`src/rtl/channel_arbiter.sv`:
```
// channel_arbiter: several producers share one registered output channel.
// Each input owns a small FIFO that absorbs collisions. A round-robin
// scheduler moves one word per cycle from the FIFO heads into the output
// register, and each word is tagged with the index of the input that sent it.
module channel_arbiter #(
    parameter int NUM_INPUTS = 4,
    parameter int WIDTH      = 8,
    parameter int FIFO_DEPTH = 4,
    parameter int SRC_WIDTH  = $clog2(NUM_INPUTS)
) (
    input  logic                          clk,
    input  logic                          reset,
    input  logic [NUM_INPUTS*WIDTH-1:0]   in_data,
    input  logic [NUM_INPUTS-1:0]         in_valid,
    output logic [WIDTH-1:0]              out_data,
    output logic                          out_valid,
    output logic [SRC_WIDTH-1:0]          out_source,
    output logic [NUM_INPUTS-1:0]         overflow,
    input  logic                          clear_overflow,
    output logic                          busy
);

    localparam int PTR_W = $clog2(FIFO_DEPTH);
    // The count has one more bit than the pointers, so a full FIFO and an
    // empty FIFO can be told apart even though their pointers are equal.
    localparam int CNT_W = PTR_W + 1;
    localparam int RR_W  = SRC_WIDTH + 1;

    localparam logic [CNT_W-1:0]     DEPTH_CNT = CNT_W'(FIFO_DEPTH);
    localparam logic [RR_W-1:0]      N_EXT     = RR_W'(NUM_INPUTS);
    localparam logic [SRC_WIDTH-1:0] LAST_IDX  = SRC_WIDTH'(NUM_INPUTS - 1);

    logic [NUM_INPUTS-1:0] nonempty;
    logic [NUM_INPUTS-1:0] push;
    logic [NUM_INPUTS-1:0] pop;
    logic [NUM_INPUTS-1:0] drop;
    logic [WIDTH-1:0]      head_data [NUM_INPUTS];

    logic                  grant_valid;
    logic [SRC_WIDTH-1:0]  grant_idx;
    logic [SRC_WIDTH-1:0]  last_grant_reg;
    logic [RR_W-1:0]       rr_sum;
    logic [SRC_WIDTH-1:0]  rr_cand;

    // Per-input FIFOs
    for (genvar gi = 0; gi < NUM_INPUTS; gi++) begin : g_fifo
        logic [WIDTH-1:0] mem [FIFO_DEPTH];
        logic [PTR_W-1:0] wr_ptr_reg;
        logic [PTR_W-1:0] rd_ptr_reg;
        logic [CNT_W-1:0] count_reg;
        logic             full;

        assign full          = (count_reg == DEPTH_CNT);
        assign nonempty[gi]  = (count_reg != '0);
        assign pop[gi]       = grant_valid && (grant_idx == SRC_WIDTH'(gi));
        // A full FIFO still accepts a word when its head leaves on the same
        // edge; the new word goes into the slot being freed.
        assign push[gi]      = in_valid[gi] && (!full || pop[gi]);
        assign drop[gi]      = in_valid[gi] && !push[gi];
        // The head is read combinationally so a word reaches the output
        // register one edge after it was written.
        assign head_data[gi] = mem[rd_ptr_reg];

        // Word storage: written on push, never reset
        always_ff @(posedge clk) begin
            if (push[gi]) begin
                mem[wr_ptr_reg] <= in_data[gi*WIDTH +: WIDTH];
            end
        end

        // Pointer and occupancy bookkeeping
        always_ff @(posedge clk or negedge reset) begin
            if (!reset) begin
                wr_ptr_reg <= '0;
                rd_ptr_reg <= '0;
                count_reg  <= '0;
            end else begin
                if (push[gi]) begin
                    wr_ptr_reg <= wr_ptr_reg + PTR_W'(1);
                end
                if (pop[gi]) begin
                    rd_ptr_reg <= rd_ptr_reg + PTR_W'(1);
                end
                case ({push[gi], pop[gi]})
                    2'b10:   count_reg <= count_reg + CNT_W'(1);
                    2'b01:   count_reg <= count_reg - CNT_W'(1);
                    default: count_reg <= count_reg;
                endcase
            end
        end
    end

    // Round-robin pick: first non-empty FIFO after the last winner, wrapping
    always_comb begin
        grant_valid = 1'b0;
        grant_idx   = '0;
        rr_sum      = '0;
        rr_cand     = '0;
        for (int k = 1; k <= NUM_INPUTS; k++) begin
            rr_sum = {1'b0, last_grant_reg} + RR_W'(k);
            if (rr_sum >= N_EXT) begin
                rr_sum = rr_sum - N_EXT;
            end
            rr_cand = rr_sum[SRC_WIDTH-1:0];
            if (!grant_valid && nonempty[rr_cand]) begin
                grant_valid = 1'b1;
                grant_idx   = rr_cand;
            end
        end
    end

    // Output register and last-grant pointer; data and tag hold when idle
    always_ff @(posedge clk or negedge reset) begin
        if (!reset) begin
            out_valid      <= 1'b0;
            out_data       <= '0;
            out_source     <= '0;
            last_grant_reg <= LAST_IDX;
        end else begin
            out_valid <= grant_valid;
            if (grant_valid) begin
                out_data       <= head_data[grant_idx];
                out_source     <= grant_idx;
                last_grant_reg <= grant_idx;
            end
        end
    end

    // Sticky drop flags: a new drop on the clearing edge keeps its flag set
    always_ff @(posedge clk or negedge reset) begin
        if (!reset) begin
            overflow <= '0;
        end else begin
            overflow <= (overflow & ~{NUM_INPUTS{clear_overflow}}) | drop;
        end
    end

    assign busy = |nonempty;

endmodule

```
`config.mk`:
```
export PLATFORM = sky130hd
export DESIGN_NAME = channel_arbiter
export DESIGN_NICKNAME = d
export VERILOG_FILES = /design/src/rtl/channel_arbiter.sv
export SDC_FILE = /design/constraint.sdc
export NUM_CORES = 1
export LEC_CHECK = 0
export BUFFER_PORTS_ARGS = -buffer_cell sky130_fd_sc_hd__buf_2
export CAP_MARGIN = 20
export CELL_PAD_IN_SITES_DETAIL_PLACEMENT = 1
export CELL_PAD_IN_SITES_GLOBAL_PLACEMENT = 2
export CORE_MARGIN = 2
export CORE_UTILIZATION = 45
export CTS_CLUSTER_SIZE = 20
export DETAILED_ROUTE_END_ITERATION = 10
export PLACE_DENSITY_LB_ADDON = 0.1
export RECOVER_POWER = 100
export SYNTH_ARGS = -nofsm -noshare
export SYNTH_HDL_FRONTEND = slang
export SYNTH_SLANG_ARGS = --single-unit
```
`constraint.sdc`:
```
create_clock -name clk -period 3 [get_ports clk]
set_input_delay 0.45 -clock clk [delete_from_list [all_inputs] [get_ports clk]]
set_output_delay 0.45 -clock clk [all_outputs]
set_load 0.01 [all_outputs]
```
After elaboration in Yosys (flattened, before gate mapping)
Memory sizes are Yosys's and may differ from the RTL's.
Index checks and enable logic that the tools add are counted.
{"block": "classes", "eq_ne": 15, "n_reduce_logical": 40, "n_lt_le_gt_ge": 9, "mux": 35, "n_bitwise": 4, "add_sub_neg": 24}
{"cell": "one-hot mux 3 bit (2 select lines)", "n": 4}
{"cell": "adder 2 x 1 -> 2 bit (second input constant)", "n": 8}
{"cell": "binary-select mux 8 bit (select 2 bit)", "n": 1}
{"cell": "two-way mux 1 bit", "n": 16}
{"cell": "two-way mux 2 bit", "n": 8}
{"cell": "two-way mux 8 bit", "n": 2}
{"cell": ">= comparator 3 bit (second input constant)", "n": 5}
{"cell": "logical AND 1 bit", "n": 15}
{"cell": "adder 3 x 1 -> 3 bit (second input constant)", "n": 4}
{"cell": "== test 2 bit (second input constant)", "n": 6}
{"cell": "== test 3 bit (second input constant)", "n": 4}
{"cell": "less-than comparator 2 x 3 -> 1 bit (second input constant)", "n": 4}
{"cell": "nonzero test 3 bit", "n": 4}
{"cell": "subtractor 3 x 1 -> 3 bit (second input constant)", "n": 4}
{"cell": "zero test 1 bit", "n": 11}
{"cell": "== test 2 x 1 -> 1 bit (second input constant)", "n": 5}
{"cell": "binary-select mux 1 bit (select 2 bit)", "n": 4}
{"cell": "nonzero test 2 bit", "n": 4}
{"cell": "subtractor 2 x 1 -> 2 bit (second input constant)", "n": 4}
{"cell": "adder 2 x 2 -> 3 bit (second input constant)", "n": 2}
{"cell": "AND 4 bit", "n": 1}
{"cell": "logical OR 1 bit", "n": 4}
{"cell": "NOT 4 bit", "n": 1}
{"cell": "bitwise OR 4 bit", "n": 1}
{"cell": "other kinds (5)", "n": 5}
{"block": "totals", "wordCells": 148, "in_bits": 39, "mem_bits_rw": 128, "reg_bits": 45, "memories": 4, "out_inout_bits": 16}
{"name": "g_fifo[0].mem", "depth": 4, "word_bits": 8, "read_ports": 1, "rd_ports_with_merged_regs": 0, "wr": 1, "line": "47", "source": "logic [WIDTH-1:0] mem [FIFO_DEPTH];"}
{"name": "g_fifo[1].mem", "depth": 4, "word_bits": 8, "read_ports": 1, "rd_ports_with_merged_regs": 0, "wr": 1, "line": "47"}
{"name": "g_fifo[2].mem", "depth": 4, "word_bits": 8, "read_ports": 1, "rd_ports_with_merged_regs": 0, "wr": 1, "line": "47"}
{"name": "g_fifo[3].mem", "depth": 4, "word_bits": 8, "read_ports": 1, "rd_ports_with_merged_regs": 0, "wr": 1, "line": "47"}

Logic depth before layout (Yosys ltp)
{"block": "depth", "word_depth": 22, "mapped_depth": 12, "mapped_depth_nobuf": 11}

Least setup slack after synthesis
Ideal clock, no wire load.
{"block": "synth_timing", "kind": "register to register", "from": "reg g_fifo[3].count_reg[0]", "to": "reg g_fifo[3].count_reg[2]", "setup_slack_ps": 476, "path_stages_with_launch": 13, "arrival_time_ps": 2445, "period_less_slack_ps": 2524, "path_cell_list": "dfrtp_1 or3_1 buf_2 nand2_1 o32ai_4 o21a_2 inv_1 ha_1 inv_1 fa_1 xor2_1 nor2_1 xor2_1"}
{"block": "synth_between", "elab_chain_cells": 19, "word_cells_on_any_way": 35, "classes_between": "add/sub (2); eq/ne (4); mux (17); reduce/logical (12)"}
{"element": "from (decl)", "line": "50", "source": "logic [CNT_W-1:0] count_reg;"}
{"element": "from (signal assigned)", "line": "85", "source": "2'b10: count_reg <= count_reg + CNT_W'(1);"}
{"element": "from (signal assigned)", "line": "86", "source": "2'b01: count_reg <= count_reg - CNT_W'(1);"}
{"element": "from (signal assigned)", "line": "87", "source": "default: count_reg <= count_reg;"}
{"element": "nonzero test 3 bit *", "line": "54", "source": "assign nonempty[gi] = (count_reg != '0);"}
{"element": "binary-select mux 1 bit (select 2 bit)", "line": "105", "source": "if (!grant_valid && nonempty[rr_cand]) begin"}
{"element": "two-way mux 1 bit (implied by the code)", "line": "105"}
{"element": "two-way mux 1 bit", "line": "105"}
{"element": "zero test 1 bit", "line": "105"}
{"element": "logical AND 1 bit", "line": "105"}
{"element": "two-way mux 1 bit", "line": "105"}
{"element": "zero test 1 bit", "line": "105"}
{"element": "(+4 left out)"}
{"element": "two-way mux 2 bit", "line": "105"}
{"element": "== test 2 bit", "line": "55", "source": "assign pop[gi] = grant_valid && (grant_idx == SRC_WIDTH'(gi));"}
{"element": "logical AND 1 bit *", "line": "55"}
{"element": "named net pop[3]", "line": "35", "source": "logic [NUM_INPUTS-1:0] pop;"}
{"element": "logical OR 1 bit", "line": "58", "source": "assign push[gi] = in_valid[gi] && (!full || pop[gi]);"}
{"element": "logical AND 1 bit", "line": "58"}
{"element": "== test 2 x 1 -> 1 bit or == test 2 bit (tied branches)", "line": "84", "source": "case ({push[gi], pop[gi]})"}
{"element": "one-hot mux 3 bit (2 select lines) or nonzero test 2 bit (tied branches)"}
Mark *: on every way through the listed nets, which the timed path passes. The rest lies on a longest branch. The select of a mux whose other input is x is not followed.
A chain may end at the register's enable or synchronous reset.

Worst setup path in the final report
{"block": "layout_timing", "from": "reg g_fifo[3].count_reg[0]", "to": "reg g_fifo[0].count_reg[1]"}
{"block": "layout_between", "elab_chain_cells": 19, "word_cells_on_any_way": 31, "classes_between": "eq/ne (2); mux (17); reduce/logical (12)"}
{"element": "nonzero test 3 bit *", "line": "54"}
{"element": "binary-select mux 1 bit (select 2 bit)", "line": "105"}
{"element": "two-way mux 1 bit (implied by the code)", "line": "105"}
{"element": "two-way mux 1 bit", "line": "105"}
{"element": "zero test 1 bit", "line": "105"}
{"element": "logical AND 1 bit", "line": "105"}
{"element": "two-way mux 1 bit", "line": "105"}
{"element": "zero test 1 bit", "line": "105"}
{"element": "(+4 left out)"}
{"element": "two-way mux 2 bit", "line": "105"}
{"element": "zero test 2 bit", "line": "55"}
{"element": "logical AND 1 bit *", "line": "55"}
{"element": "named net pop[0]", "line": "35"}
{"element": "logical OR 1 bit", "line": "58"}
{"element": "logical AND 1 bit", "line": "58"}
{"element": "== test 2 x 1 -> 1 bit or == test 2 bit (tied branches)", "line": "84"}
{"element": "one-hot mux 3 bit (2 select lines) or nonzero test 2 bit (tied branches)"}
{"element": "to (signal assigned)", "line": "85"}
{"element": "to (signal assigned)", "line": "86"}
{"element": "to (signal assigned)", "line": "87"}
{"element": "to (decl)", "line": "50"}
Marks and branches as above.

==> impl_metrics.ini <==
[yosys]
ys_seq_elements = 173
ys_types = 55
synth_edf_count = 128
yosysMostFrequentCell = edfxtp_1
synth_cells = 441
synth_top_cell_area_share_pct = 51.3
avgSynthCellArea_um2 = 17.0
yosysTopAreaCell = edfxtp_1
postSynth.asyncResetShare_pct = 26.0
seq_area_frac_synth_pct = 66.4
syn-num-nets = 503
yosys-top-cells-area = edfxtp_1, dfrtp_1, mux4_2
synth_area_um2 = 7490
synthFlopType = edfxtp_1
netlist_top_cells_count = edfxtp_1, dfrtp_1, mux4_2, inv_1, ha_1
yosys_warnings = 0

[clock_tree]
cts_root_buffer = clkbuf_16
tritoncts = yes
cts_buffers = 17
cts_resized = 0
cts_num_sinks = 173
clkLatencyLatePin_ns = 0.43
clkSlewWorstSetupHoldPaths_ns = 0.07
cts_setup_buffers = 0
cts.htree.levels = 4
cts_buffer_depth = 2
ctsHoldBuffers = 0

[critical_path]
slowest_delay_ns = 0.45
critPathRequiredTime_ns = 3.35
critical_path.cell_chain = nor3_4 -> o21ai_2 -> a211oi_4 -> o21a_1 -> inv_1 -> ha_1 -> inv_1 -> fa_1 -> o21ai_0
cp_slowest_cell = dfrtp_1
cp_max_fo = 7
path_class = flip-flop to flip-flop
end_kind = flip-flop
crit_arrival_ns = 3.13
cp_common_cell = inv_1
start_kind = flip-flop

[global_routing]
antenna_found_initial = 0
grt_usage_pct = 18.3
grt_overflow = 0
grt_max_degree = 46
grt_pass1_vias = 4256
grt_pass1_wl_mm = 24.0

[finish]
area_delta_synth_final_pct = 13.9
drive_above_1_share_pct = 17.0
nNetsFinal = 571
largest_register_ffs = 128
nFillCells = 1580
seqCellArea_um2 = 4970
multiInputGateArea_um2 = 2340
antennaDiodeCount = 0

[routing]
drt_iter0_markers = 170
drc = 0
ant_nets = 0
avgRoutedWirePerCell_um = 20.2
drt_wl_total_mm = 15.0
viasPerCell = 5.33
drt_pass1_iterations = 4
via_count = 3954

[pwr]
fin_total_pwr_mw = 9.36
ir_drop_mv = 0.503
p_leak_nw = 3.05
power.density_nw_per_um2 = 1100

[sta]
hold_violations = 0
rsz0062_at_grt = no
finalSetupViolations = 0
slew_headroom_pct = 24.8
fin_tns_setup_ns = 0
min_period_ns = 2.78
max_freq_ghz = 0.360
skew_ns = 0.0108
slew_violations = 0
final.period_utilization_pct = 92.7
tightest_slew_ns = 1.12

[die]
die_w_um = 133
initial_core_util_pct = 45.6
die_h_um = 133
dieArea_um2 = 17700
std_cell_rows = 47
ioPinCount = 55
coreArea_um2 = 16400

[worst_hold_path]
min_path_type = input port to flip-flop

[placement]
hpwl_mm = 10.7
portBuffers = 54
gp_congestion = 0.835

[run]
max_cap_violations = 0

[status]
outcome = finished, final reports clean
## kinds of logic (layout without fill, tap and decap cells)
family / Yosys count / in the layout / share of synthesized area (%)
adders and majority gates: 23 / 23 / 4.24
DFF: 173 / 173 / 66.4
and+or+nand+nor: 69 / 69 / 5.43
buffers and inverters: 41 / 122 / 2.21
xor gates and xnor gates: 23 / 23 / 2.69
AOI/OAI and AO/OA: 69 / 69 / 7.87
muxes: 43 / 43 / 11.2
## cell usage in the layout (no fill, tap or decap), types with 5 or more instances in the layout
| cell type | synthesis | routed |
|---|---|---|
| a22o_1 | 5 | 5 |
| o31a_1 | 6 | 6 |
| ha_1 | 19 | 19 |
| inv_1 | 27 | 27 |
| xor2_1 | 9 | 9 |
| nand2_1 | 11 | 11 |
| o211ai_1 | 8 | 8 |
| and2_0 | 0 | 12 |
| o21ai_0 | 3 | 5 |
| xnor2_1 | 14 | 14 |
| dfrtp_1 | 43 | 43 |
| clkbuf_16 | 0 | 17 |
| mux2i_1 | 7 | 7 |
| nand3_1 | 5 | 5 |
| mux4_2 | 32 | 32 |
| nor2_1 | 17 | 17 |
| buf_2 | 6 | 5 |
| inv_6 | 0 | 5 |
| a22oi_1 | 7 | 8 |
| clkbuf_1 | 1 | 52 |
| and4_1 | 6 | 6 |
| a31oi_1 | 6 | 6 |
| edfxtp_1 | 128 | 128 |
## metal layers
layer	up-vias	GRT usage, %	part of all wire [%]
met5	-	0	0
met2	54	27.6	48
met4	0	7.35	1.6
li1	1844	-	-
met3	16	3.87	3.0
met1	2040	26.3	48
## stage by stage
step | worst slack (ns) | utilization, % | hold WS, ns | cell area, um2 | std cells
finish | 0.220 | 52.0 | 0.268 | 8530 | 742
global route | 0.0139 | 52.0 | 0.267 | 8530 | 742
CTS | 0.248 | 52.4 | 0.209 | 8600 | 740
detailed placement | 0.271 | 48.9 | 0.488 | 8020 | 708
global placement | 0.340 | 48.9 | 0.478 | 8020 | 708
floorplan | 0.476 | - | 0.154 | 7490 | 441
## path summary, 6_finish.rpt
| kind | from | end | slack [ns] | depth (start not counted) |
|---|---|---|---|---|
| min in group asynchronous | reset | overflow[3]$_DFF_PN0_ | 0.47 | 2 |
| max in group asynchronous | reset | g_fifo[0].rd_ptr_reg[1]$_DFFE_PN0P_ | 1.23 | 3 |
| hold / removal | in_data[17] | g_fifo[2].mem[1][1]$_DFFE_PP_ | 0.27 | 1 |
| setup / recovery | g_fifo[3].count_reg[0]$_DFFE_PN0P_ | g_fifo[0].count_reg[1]$_DFFE_PN0P_ | 0.22 | 9 |
| hold reg to reg | overflow[1]$_DFF_PN0_ | overflow[1]$_DFF_PN0_ | 0.51 | 1 |
| setup reg to reg | g_fifo[3].count_reg[0]$_DFFE_PN0P_ | g_fifo[0].count_reg[1]$_DFFE_PN0P_ | 0.22 | 9 |
## worst max-delay path, delay by kind of cell (launching register included)
family | cells | cell delay (ns)
simple gates | 1 | 0.43
compound gates | 4 | 1.03
fa+ha+maj | 2 | 0.63
flops | 1 | 0.45
buf+inv | 2 | 0.15
## layout make-up
type,instances,area share [%]
inverters,27,1.19
clock inverters,15,1.78
well taps,220,3.23
multi-input cells,227,27.4
clock buffers,17,4.99
repair buffers,63,3.11
flip-flops and latches,173,58.3
## where the power goes
| part | leakage [nW] | internal, mW | switching [mW] |
|---|---|---|---|
| sequential | 1.71 | 3.32 | 0.598 |
| combinational | 1.07 | 1.51 | 1.79 |
| clock | 0.275 | 1.17 | 0.979 |
| total | 3.05 | 6.00 | 3.36 |
Note: power is estimated with default switching activity, not from simulation.
